===== src/rtl/serial_adder_ctrl.sv =====
// Bit-serial word adder controller driving one external full-adder cell.
// Operands shift out LSB first; the sum word is rebuilt and reported with done.
module serial_adder_ctrl #(
  parameter int WIDTH = 8
) (
  input  logic             clk,
  input  logic             rst,
  input  logic             start,
  input  logic [WIDTH-1:0] a,
  input  logic [WIDTH-1:0] b,
  input  logic             cin,
  output logic             busy,
  output logic             done,
  output logic [WIDTH-1:0] sum,
  output logic             cout,
  output logic             fa_a,
  output logic             fa_b,
  output logic             fa_cin,
  input  logic             fa_sum,
  input  logic             fa_cout
);

  localparam int CW = (WIDTH > 1) ? $clog2(WIDTH) : 1;
  localparam logic [CW-1:0] LAST = CW'(WIDTH - 1);

  typedef enum logic [1:0] {
    IDLE = 2'd0,
    RUN  = 2'd1,
    DONE = 2'd2
  } state_t;

  state_t           state;
  logic [WIDTH-1:0] a_sh;
  logic [WIDTH-1:0] b_sh;
  logic [WIDTH-1:0] s_sh;
  logic             carry;
  logic [CW-1:0]    cnt;
  logic             run;
  logic [WIDTH-1:0] s_nxt;

  assign run   = (state == RUN);
  assign s_nxt = {fa_sum, s_sh[WIDTH-1:1]};

  // The cell only sees live bits while stepping; quiet otherwise.
  assign fa_a   = run & a_sh[0];
  assign fa_b   = run & b_sh[0];
  assign fa_cin = run & carry;

  always_ff @(posedge clk) begin
    if (rst) begin
      state <= IDLE;
      busy  <= 1'b0;
      done  <= 1'b0;
      sum   <= '0;
      cout  <= 1'b0;
      a_sh  <= '0;
      b_sh  <= '0;
      s_sh  <= '0;
      carry <= 1'b0;
      cnt   <= '0;
    end else begin
      unique case (state)
        IDLE: begin
          done <= 1'b0;
          if (start) begin
            a_sh  <= a;
            b_sh  <= b;
            carry <= cin;
            cnt   <= '0;
            s_sh  <= '0;
            busy  <= 1'b1;
            state <= RUN;
          end
        end
        RUN: begin
          s_sh  <= s_nxt;
          carry <= fa_cout;
          a_sh  <= a_sh >> 1;
          b_sh  <= b_sh >> 1;
          cnt   <= cnt + 1'b1;
          if (cnt == LAST) begin
            sum   <= s_nxt;
            cout  <= fa_cout;
            done  <= 1'b1;
            state <= DONE;
          end
        end
        DONE: begin
          done  <= 1'b0;
          busy  <= 1'b0;
          state <= IDLE;
        end
        default: begin
          done  <= 1'b0;
          busy  <= 1'b0;
          state <= IDLE;
        end
      endcase
    end
  end

endmodule


===== config.mk =====
export PLATFORM = sky130hd
export DESIGN_NAME = serial_adder_ctrl
export DESIGN_NICKNAME = d
export VERILOG_FILES = /design/src/rtl/serial_adder_ctrl.sv
export SDC_FILE = /design/constraint.sdc
export NUM_CORES = 1
export LEC_CHECK = 0
export ABC_AREA = 1
export ABC_CLOCK_PERIOD_IN_PS = 1600
export CORE_MARGIN = 2
export CORE_UTILIZATION = 51
export CTS_CLUSTER_SIZE = 25
export DETAILED_ROUTE_END_ITERATION = 8
export PLACE_DENSITY_LB_ADDON = 0.08
export SETUP_SLACK_MARGIN = 0.1
export SYNTH_ARGS = -nofsm -noshare
export SYNTH_HDL_FRONTEND = slang
export SYNTH_SLANG_ARGS = --single-unit

===== constraint.sdc =====
create_clock -name clk -period 1.6 [get_ports clk]
set_input_delay 0.32 -clock clk [delete_from_list [all_inputs] [get_ports clk]]
set_output_delay 0.32 -clock clk [all_outputs]
set_load 0.05 [all_outputs]

== Yosys cells after proc, flatten, opt, wreduce, memory -nomap -nowiden ==
Index checks and enable logic that the tools add are counted.
Widths: inputs -> output; s select.
Operators by class
  add/subtract/negate cells: 1
  bitwise logic cells: 4
  multiplexer cells: 15
  equality and inequality tests: 4
  reductions and logical operators: 7
Operators by type and width (count)
  $pmux 8 s2: 3
  $mux 8: 3
  $reduce_and 2->1: 4
  $pmux 3 s2: 1
  $mux 2: 2
  $pmux 1 s2: 2
  $pmux 2 s2: 1
  $add 3x1->3 const B: 1
  $and 1x1->1: 3
  $eq 3x3->1 const B: 1
  $mux 3: 1
  $eq 2x1->1 const B: 1
  $logic_not 2->1: 1
  $mux 1: 2
  $ne 2x1->1 const B: 1
  $ne 2x2->1 const B: 1
  $reduce_bool 2->1: 1
  $reduce_or 2->1: 1
  $not 1->1: 1
Storage, ports and cells
  word-level logic and storage cells: 41
  register bits after elaboration: 41
  bits of input ports: 22
  output and inout bits: 14

== Longest topological paths before layout ==
  depth after elaboration: 3
  depth in mapped cells: 8
  depth with buffers taken out: 7

== Worst setup path before layout ==
No wires, ideal clock.
  path type: reg2out
  from: register state[1]
  to: output fa_a
  cell stages (with the launch flop): 5
  data arrival time: 1366 ps
  path buffers: 1
  setup slack: -86 ps
  data required time: 1280 ps
  path through: dfxtp_1 inv_2 nand2_2 buf_2 nor2_1
Between the ends
  word-level cells in the longest chain between the ends: 2
RTL lines
  start: declaration: RTL line 32  | state_t state;
  start signal: assignment: RTL line 51  | state <= IDLE;
  start signal: assignment: RTL line 72  | state <= RUN;
  start signal: assignment: RTL line 85  | state <= DONE;
  $eq 2x1->1: RTL line 41  | assign run = (state == RUN);
  $and 1x1->1: RTL line 45  | assign fa_a = run & a_sh[0];
  end: declaration: RTL line 16  | output logic fa_a,
Every way passes these cells.

== Worst setup path in the final report ==
Same ends and word-level chain as after synthesis.

==> reports/metrics.cfg <==
[power_and_ir_drop]
power.density_cell_area_mw_per_mm2 = 826
ir_drop_uv = 462
p_seq_share_pct = 53.8
leakage_nw = 1.36
p_int_w = 0.00145
p_clk_share_pct = 26.9
p_sw_w = 0.000565
fin_total_pwr_w = 0.00201
swShare_pct = 28.1
p_comb_share_pct = 19.3

[drt]
vias = 1714
drt_iter0_markers = 90
firstDrtPassIters = 4
wirelength_um = 3790
drtAntennaViolNets = 0
drc = 0
wl_per_cell_um = 9.92
viasPerCell = 4.49

[timing]
clock.fmax_mhz = 685
drv_slew = 0
worst_pin_slew_ps = 421
fin_skew_ps = 7.03
period_share_pct = 91.3
relSlewSlack_pct = 71.8
report.final.hold_viol_count = 0
setup_viol = 0
rsz0062_at_grt = yes
min_period_ps = 1460

[floorplanning]
coreArea_mm2 = 0.00339
die_y_um = 64.0
dieArea_mm2 = 0.00410
ioPinCount = 36
rows = 21
initial_utilization_pct = 54.2
die_x_um = 64.0

[critical_path]
crit_family = flip-flops
crit_chain = inv_4 > nand2_8 > nor2_4 > buf_12
cp_num_buf_inv = 2
worstSetupPathType = flop to output port
critical_path.max_stage_delay_ps = 370
critPathLaunchType = flop
rrSetupSlack_ps = 240
critPathRequiredTime_ps = 1280
worst_path_max_delay_cell = dfxtp_4
path_max_fanout = 7
setup.worst_path.end_class = output port
cp_data_arrival_time_ps = 1140

[logic_synthesis]
syn_nets = 310
ys_warn_count = 0
avgSynthCellArea_um2 = 6.43
synthCells = 286
netlist_area_mm2 = 0.00184
ys_seq_elements = 40
synth_cell_type_count = 19
ys_seq_area_share_pct = 43.6

[placement]
routabilityCongestion = 0.753
place_inst = 364
placed_area_mm2 = 0.00224
hpwl_um = 2450
place.port_buffers = 35

[grt]
grt_pass1_vias = 1596
grt_max_degree = 35
grt_antenna_before_repair = 0
grt_pass1_wl_um = 6670
grt_usage_pct = 20.5
grt_overflow_total = 0

[final_layout]
drive_above_1_share_pct = 14.9
multi_input_area_um2 = 803
layout_common_cells = nand2_1, inv_1, dfxtp_1
final_cell_count_no_fill = 382
fillers = 270
diodes = 0
design_area_mm2 = 0.00243
layout.area.seq_um2 = 808
area_growth_pct = 32.4
final_nets = 359
layout_commonest_cell = nand2_1
fin_util_pct = 71.8

[status]
run_status = finished clean

[clocking]
clockRootBuffer = clkbuf_4
clk_pin_slew_ps = 120
tritoncts = built
ctsLongestPathBuffers = 2
cts.sinks = 40
cts_made_buffers = 5
clock_latency_ps = 350
ctsHoldBuffers = 0
htreeDepth = 2

[run]
maxCapViolCount = 0

[worst_hold_path]
min_path_type = flop to flop

## what timing repair did
action,4_1_cts,5_1_grt
resized for setup,13,1
pin swaps,2,2
setup endpoints to repair,8,18
buffers inserted,6,4
## synthesized netlist by cell type, drive strengths merged
cell / number / area (µm²)
nand3: 10 / 50.1
o21ai: 12 / 71.3
nand2: 126 / 478
buf: 10 / 71.3
inv: 54 / 203
nor2: 23 / 88.8
dfxtp: 40 / 801
a21oi: 2 / 10.0
clkinv: 1 / 3.75
o22ai: 5 / 31.3
nor3: 1 / 5.00
ha: 2 / 25.0
## power by group through the flow
stage / clock, W / sequential [W] / combinational [W]
final: 0.000540 / 0.00108 / 0.000389
after floorplan: 0 / 0.00110 / 0.000229
after detailed placement: 0 / 0.00111 / 0.000351
after global routing: 0.000586 / 0.00109 / 0.000445
after CTS: 0.000551 / 0.00108 / 0.000379
after global placement: 0 / 0.00111 / 0.000348
## cell families after synthesis
kind of cell,Yosys count,synth area share (%)
AOI/OAI and AO/OA,19,6.13
DFF,40,43.6
and+or+nand+nor,160,33.8
adders and majority gates,2,1.36
buffers and inverters,65,15.1
## cell type report
cell class	instances	share of cell area (%)
clock buffer	7	2.26
tap	46	2.37
sequential	40	33.2
inverter	55	8.59
clock inverter	1	0.308
multi-input combinational	181	33.0
timing repair buffer	52	20.3
## worst paths after layout
| path | end | from | cells past startpoint |
|---|---|---|---|
| worst max register to register | b_sh[0]$_SDFFE_PP0P_ | state[1]$_SDFFE_PP0P_ | 9 |
| worst min-delay path | sum[5]$_SDFFE_PP0P_ | s_sh[6]$_SDFFE_PP0P_ | 2 |
| worst min register to register | sum[5]$_SDFFE_PP0P_ | s_sh[6]$_SDFFE_PP0P_ | 2 |
| worst max-delay path | fa_a | state[1]$_SDFFE_PP0P_ | 4 |
## stage by stage
step | hold slack, ps | setup WS, ps | TNS, ps
final | 457 | 139 | 0
after global routing | 482 | 89.3 | 0
after CTS | 459 | 109 | 0
after detailed placement | 443 | -98.7 | -1240
after global placement | 436 | -84.1 | -1110
after floorplan | 389 | -85.9 | -258
## flip-flops by register name, indices dropped and copies added, names as in the netlist
name,cells
a_sh,8
b_sh,8
sum,8
s_sh,7
cnt,3
state,2
busy,1
carry,1
cout,1
done,1
## routing by layer
layer	vias up	GRT usage (%)	wire length (µm)
met5	-	0	0
met4	0	8.15	61
met3	7	4.40	169
met2	36	33.1	1760
met1	735	26.6	1800
li1	936	-	-
## worst register-to-register path: cells and delay by family (launching register included)
family,cells,cell delay (ps)
buffers and inverters,5,630
AOI/OAI and AO/OA,1,70
DFF,1,370
and+or+nand+nor,3,210
No activity file was read; power rests on OpenSTA's default activity.
